**config.mk**
```make
export PLATFORM = sky130hd
export DESIGN_NAME = standard_interpolator
export DESIGN_NICKNAME = d
export VERILOG_FILES = /design/src/rtl/standard_interpolator.sv
export SDC_FILE = /design/constraint.sdc
export NUM_CORES = 1
export LEC_CHECK = 0
export CAP_MARGIN = 20
export CORE_AREA = 2 2 224 116
export DETAILED_ROUTE_END_ITERATION = 12
export DIE_AREA = 0 0 226 118
export PLACE_DENSITY = 0.72
export SLEW_MARGIN = 20
export SYNTH_ARGS = -nofsm -noshare
export SYNTH_HDL_FRONTEND = slang
export SYNTH_SLANG_ARGS = --single-unit
```
**constraint.sdc**
```tcl
create_clock -name clock -period 6.5 [get_ports clock]
set_input_delay 0.65 -clock clock [delete_from_list [all_inputs] [get_ports clock]]
set_output_delay 0.65 -clock clock [all_outputs]
set_load 0.05 [all_outputs]
```
**src/rtl/standard_interpolator.sv**
```systemverilog
// Upsampler: each accepted sample becomes R output beats on its dest (zero-insert, hold or linear ramp).
// First beat one cycle after acceptance; input stalls for the whole burst, output holds data/dest while not ready.
module standard_interpolator #(
  parameter int MAX_INTERPOLATION_RATIO = 16,
  parameter int MAX_CHANNELS            = 6,
  parameter int DATA_WIDTH              = 16,
  parameter int MODE                    = 2,
  parameter int DEST_WIDTH              = 3,
  localparam int RW                     = $clog2(MAX_INTERPOLATION_RATIO) + 1
) (
  input  logic                  clock,
  input  logic                  reset,
  input  logic                  data_in_valid,
  output logic                  data_in_ready,
  input  logic [DATA_WIDTH-1:0] data_in_data,
  input  logic [DEST_WIDTH-1:0] data_in_dest,
  output logic                  data_out_valid,
  input  logic                  data_out_ready,
  output logic [DATA_WIDTH-1:0] data_out_data,
  output logic [DEST_WIDTH-1:0] data_out_dest,
  input  logic [RW-1:0]         interpolation_ratio
);

  typedef enum logic {IDLE, EMIT} state_t;

  state_t state, state_nxt;
  logic   armed;

  logic signed [DATA_WIDTH-1:0] sample_q;
  logic [DEST_WIDTH-1:0]        dest_q;
  logic [RW-1:0]                ratio_q;
  logic [RW-1:0]                beat_q;
  logic signed [DATA_WIDTH:0]   step_q;
  logic signed [DATA_WIDTH:0]   acc_q;
  logic [DATA_WIDTH-1:0]        out_q;
  logic signed [DATA_WIDTH-1:0] prev_mem [MAX_CHANNELS];

  logic [RW-1:0]                ratio_eff;
  logic [RW-1:0]                shamt;
  logic                         dest_ok;
  logic signed [DATA_WIDTH-1:0] prev_rd;
  logic signed [DATA_WIDTH:0]   sample_ext;
  logic signed [DATA_WIDTH:0]   prev_ext;
  logic signed [DATA_WIDTH:0]   diff;
  logic signed [DATA_WIDTH:0]   step_nxt;
  logic signed [DATA_WIDTH:0]   first_nxt;
  logic signed [DATA_WIDTH:0]   acc_nxt;
  logic [DATA_WIDTH-1:0]        beat0;
  logic [DATA_WIDTH-1:0]        beat_next;
  logic                         last_beat;
  logic                         next_is_last;
  logic                         accept;

  function automatic logic [RW-1:0] floor_log2(input logic [RW-1:0] v);
    floor_log2 = '0;
    for (int i = 0; i < RW; i++)
      if (v[i]) floor_log2 = RW'(i);
  endfunction

  always_comb begin
    ratio_eff = RW'(1);
    if (interpolation_ratio > RW'(MAX_INTERPOLATION_RATIO))
      ratio_eff = RW'(MAX_INTERPOLATION_RATIO);
    else if (interpolation_ratio > RW'(1))
      ratio_eff = interpolation_ratio;
  end

  // Slope is computed one bit wider so full-scale swings cannot wrap.
  assign dest_ok    = {1'b0, data_in_dest} < (DEST_WIDTH+1)'(MAX_CHANNELS);
  assign prev_rd    = dest_ok ? prev_mem[data_in_dest] : '0;
  assign sample_ext = {data_in_data[DATA_WIDTH-1], data_in_data};
  assign prev_ext   = {prev_rd[DATA_WIDTH-1], prev_rd};
  assign diff       = sample_ext - prev_ext;
  assign shamt      = floor_log2(ratio_eff);
  assign step_nxt   = diff >>> shamt;
  assign first_nxt  = prev_ext + step_nxt;
  assign acc_nxt    = acc_q + step_q;

  assign last_beat    = (beat_q == ratio_q - RW'(1));
  assign next_is_last = (beat_q + RW'(2) == ratio_q);
  assign accept       = data_in_valid && data_in_ready && dest_ok;

  always_comb begin
    beat0 = data_in_data;
    if (MODE == 2 && ratio_eff != RW'(1))
      beat0 = first_nxt[DATA_WIDTH-1:0];
    beat_next = sample_q;
    if (MODE == 0)
      beat_next = '0;
    else if (MODE == 2 && !next_is_last)
      beat_next = acc_nxt[DATA_WIDTH-1:0];
  end

  always_ff @(posedge clock or negedge reset) begin
    if (!reset) state <= IDLE;
    else        state <= state_nxt;
  end

  always_comb begin
    state_nxt      = state;
    data_in_ready  = 1'b0;
    data_out_valid = 1'b0;
    case (state)
      IDLE: begin
        data_in_ready = armed;
        if (accept) state_nxt = EMIT;
      end
      EMIT: begin
        data_out_valid = 1'b1;
        if (data_out_ready && last_beat) state_nxt = IDLE;
      end
      default: state_nxt = IDLE;
    endcase
  end

  always_ff @(posedge clock or negedge reset) begin
    if (!reset) begin
      armed    <= 1'b0;
      sample_q <= '0;
      dest_q   <= '0;
      ratio_q  <= RW'(1);
      beat_q   <= '0;
      step_q   <= '0;
      acc_q    <= '0;
      out_q    <= '0;
      for (int i = 0; i < MAX_CHANNELS; i++) prev_mem[i] <= '0;
    end else begin
      armed <= 1'b1;
      if (state == IDLE && accept) begin
        sample_q <= data_in_data;
        dest_q   <= data_in_dest;
        ratio_q  <= ratio_eff;
        beat_q   <= '0;
        step_q   <= step_nxt;
        acc_q    <= first_nxt;
        out_q    <= beat0;
      end
      if (state == EMIT && data_out_ready) begin
        if (last_beat) begin
          prev_mem[dest_q] <= sample_q;
        end else begin
          beat_q <= beat_q + RW'(1);
          acc_q  <= acc_nxt;
          out_q  <= beat_next;
        end
      end
    end
  end

  assign data_out_data = out_q;
  assign data_out_dest = dest_q;

endmodule

```
==> flow_metrics.py <==
metrics = {
    "worst_setup_path": {
        "crit_required_ns": 6.89,
        "worst_path_max_delay_cell": "clkdlybuf4s50_1",
        "crit_path_frequent_cell": "a21oi_1",
        "cpPeakStageDelay_ns": 0.58,
        "crit_buf_inv": 4,
        "critPathMaxFanout": 13,
        "critPathArrivalTime_ns": 6.33,
        "cp-start-kind": "primary input",
        "worstSetupPathType": "in2reg",
        "worstSetupEndpointType": "flip-flop",
        "path_delay_family": "compound AO/OA/AOI/OAI gates",
    },
    "clock_network": {
        "h-tree-depth": 4,
        "clkSlewWorstSetupHoldPaths_ns": 0.07,
        "cts_tree": "built",
        "cts-root-buf": "clkbuf_16",
        "cts_made_buffers": 17,
        "clockBufferDepth": 2,
        "postCtsSetupBuffers": 0,
        "insertion_delay_ns": 0.45,
        "clock_sinks": 175,
    },
    "floorplanning": {
        "start_util_pct": 44.2,
        "core_mm2": 0.0247,
        "dieArea_mm2": 0.0267,
        "die_height_um": 118,
        "die_w_um": 226,
        "core.rowCount": 41,
        "io_pins": 49,
    },
    "yosys": {
        "synthFlopType": "dfrtp_1",
        "synth_top_area_share_pct": 40.0,
        "netlist-cell-type-count": 73,
        "synth_cells": 1086,
        "yosysWarnings": 0,
        "syn_area_per_cell_um2": 10.0,
        "synth_seq_area_share_pct": 40.2,
        "synth_edf_count": 0,
        "syn_nets": 1167,
        "netlist_area_mm2": 0.0109,
        "netlist_top_cells_area": "dfrtp_1, mux2_2, ha_1",
        "async_flop_share_pct": 100,
        "synth.largest_area_cell": "dfrtp_1",
        "ys_ff_latch": 175,
    },
    "flow_run": {
        "maxCapViolCount": 0,
    },
    "drt": {
        "vias_per_cell": 5.79,
        "routedWlPerCell_um": 20.0,
        "drt_iter0_drc": 877,
        "wl_mm": 29.7,
        "drcViolationCount": 0,
        "dr.pass1.iters": 5,
        "ant_nets": 0,
        "num_vias": 8599,
    },
    "timing": {
        "tns_ns": 0,
        "finalSetupViolations": 0,
        "max_slew_margin_pct": 35.4,
        "maxSlewViolCount": 0,
        "period_share_pct": 91.4,
        "min_period_ns": 5.94,
        "hold_viol_final": 0,
        "rsz0062_at_grt": "no",
        "worstMarginPinSlew_ns": 0.966,
        "skew_ns": 0.00973,
        "clock.fmax_ghz": 0.168,
        "worst_slack_ns": 0.558,
    },
    "global_route": {
        "antenna_found_initial": 0,
        "grt_use_total_pct": 23.4,
        "grt_overflow": 0,
        "grt_max_degree": 103,
        "grt_pass1_vias": 8400,
        "grt_first_pass_wirelength_mm": 48.2,
    },
    "pwr": {
        "total_power_mw": 5.85,
        "ir_drop_mv": 0.309,
        "powerDensity_mw_per_mm2": 471,
        "p_leak_nw": 5.67,
    },
    "place": {
        "place_ws_ns": 0.0280,
        "io_buffers": 48,
        "place.gp.congestion": 0.952,
        "dpl.hpwl_mm": 21.1,
    },
    "final_layout": {
        "drive_above_1_share_pct": 18.5,
        "seq_area_mm2": 0.00438,
        "fill_cells": 2211,
        "syn2layout_area_growth_pct": 13.9,
        "multi_input_area_mm2": 0.00614,
        "nNetsFinal": 1210,
        "diodes": 0,
    },
    "run_status": {
        "status": "complete, no violations",
    },
    "worst_hold_path": {
        "hold_path.class": "in2async",
    },
}
## flip-flops by register name, summed over array words and instances, names as in the netlist
name / flops
data_out_data: 16
beat_q: 5
sample_q: 16
acc_q: 16
prev_mem: 96
data_out_dest: 3
armed: 1
ratio_q: 5
state: 1
step_q: 16
## cells in the final DEF (no fill, tap or decap), types with 4 or more instances in the layout
master | synthesis | final
o22ai_1 | 4 | 4
clkbuf_16 | 0 | 17
nor3_1 | 27 | 27
mux4_2 | 19 | 19
buf_4 | 1 | 30
xor2_1 | 28 | 28
mux2i_1 | 26 | 26
inv_1 | 38 | 38
a31oi_1 | 9 | 9
mux2_4 | 20 | 20
o21ai_0 | 50 | 50
o31ai_1 | 9 | 9
or3_1 | 6 | 6
nor2_1 | 77 | 77
a21o_1 | 7 | 6
inv_6 | 0 | 4
ha_1 | 50 | 50
xnor2_1 | 22 | 22
a21oi_1 | 78 | 77
o21a_1 | 13 | 13
nor2b_1 | 8 | 7
o211ai_1 | 19 | 19
nand2_1 | 143 | 143
clkdlybuf4s50_1 | 0 | 46
a211oi_1 | 25 | 24
dfrtp_1 | 174 | 174
mux2_2 | 81 | 81
nand3_1 | 22 | 22
nand2b_1 | 7 | 7
## synth_stat cells, types with 4 or more instances
cell,number
o22ai_1,4
clkbuf_1,36
o21a_1,13
nor3_1,27
xnor2_1,22
or3_1,6
xor2_1,28
a21oi_1,78
mux2_2,81
nor2_1,77
buf_1,7
o31ai_1,9
ha_1,50
buf_2,6
buf_6,4
nor4_1,5
mux4_2,19
nand2_1,143
a211oi_1,25
dfrtp_1,174
a31oi_1,9
inv_1,38
nand2b_1,7
o21ai_0,50
nand3_1,22
nor2b_1,8
a21o_1,7
mux2_4,20
o211ai_1,19
mux2i_1,26
## routing by layer
layer / up-vias / GRT usage, % / share of wire [%]
met5: - / 0 / 0
met4: 0 / 5.42 / 1.3
met3: 36 / 5.07 / 8.1
met2: 357 / 31.4 / 40
met1: 4219 / 37.4 / 50
li1: 3987 / - / -
## cell type report
cell class,instances,area share [%]
multi-input combinational,817,49.5
sequential,175,35.3
timing repair buffer,79,5.88
tap,344,3.47
clock buffer,18,3.46
clock inverter,13,1.23
inverter,39,1.18
## cells by family after synthesis
family | after synthesis | share of synthesized area, %
compound gates | 247 | 14.5
xor+xnor | 51 | 4.17
fa+ha+maj | 53 | 6.29
buf+inv | 94 | 3.77
flops | 175 | 40.2
mux | 146 | 17.4
other cells | 1 | 0.0344
simple gates | 319 | 13.6
## worst paths after layout
| path | start | cells after the start | end | slack, ns |
|---|---|---|---|---|
| setup / recovery | data_in_dest[1] | 25 | acc_q[15] | 0.56 |
| hold reg to reg | prev_mem[61] | 2 | prev_mem[61] | 0.48 |
| max in group asynchronous | reset | 2 | acc_q[0] | 4.91 |
| min in group clock | prev_mem[61] | 2 | prev_mem[61] | 0.48 |
| setup reg to reg | prev_mem[49] | 20 | acc_q[15] | 1.09 |
| hold / removal | reset | 1 | prev_mem[14] | 0.18 |
## power breakdown
part | leakage (nW) | internal [mW] | total, mW | switching, mW
clock network | 0.277 | 0.543 | 1.04 | 0.498
registers | 2.28 | 1.50 | 1.89 | 0.392
logic | 3.12 | 1.24 | 2.92 | 1.68
total | 5.67 | 3.28 | 5.85 | 2.57
## repair_timing
action                                 in CTS  in global routing
endpoints found under the hold margin       0                  0
gates resized for setup                     0                  2
setup endpoints to repair                   0                  6
hold buffers                                0                  0
## stage by stage
step                instances  hold slack, ns  instance area [um2]  utilization [%]
finish                   1485           0.184                12400             50.3
global route             1485           0.240                12400             50.3
CTS                      1484           0.376                12400             50.1
detailed placement       1453           0.470                11800             47.8
global placement         1453           0.464                11800             47.8
floorplan                1086           0.354                10900                -
## worst reg2reg max path, stage by stage, from the launching register on
cell      delay, ns
dfrtp_1        0.40
mux4_2         0.48
a21oi_1        0.34
ha_1           0.29
nor2b_1        0.16
o31ai_2        0.27
a21oi_2        0.15
nand2b_1       0.18
a21oi_1        0.27
xor2_1         0.26
mux4_2         0.27
mux2i_1        0.10
ha_1           0.29
or3_1          0.40
nor3_1         0.32
nor2_1         0.21
a31oi_1        0.30
o211ai_1       0.18
nor3_1         0.25
o21ai_0        0.11
nand4b_1       0.14
Power figures use the tool's default switching activity.
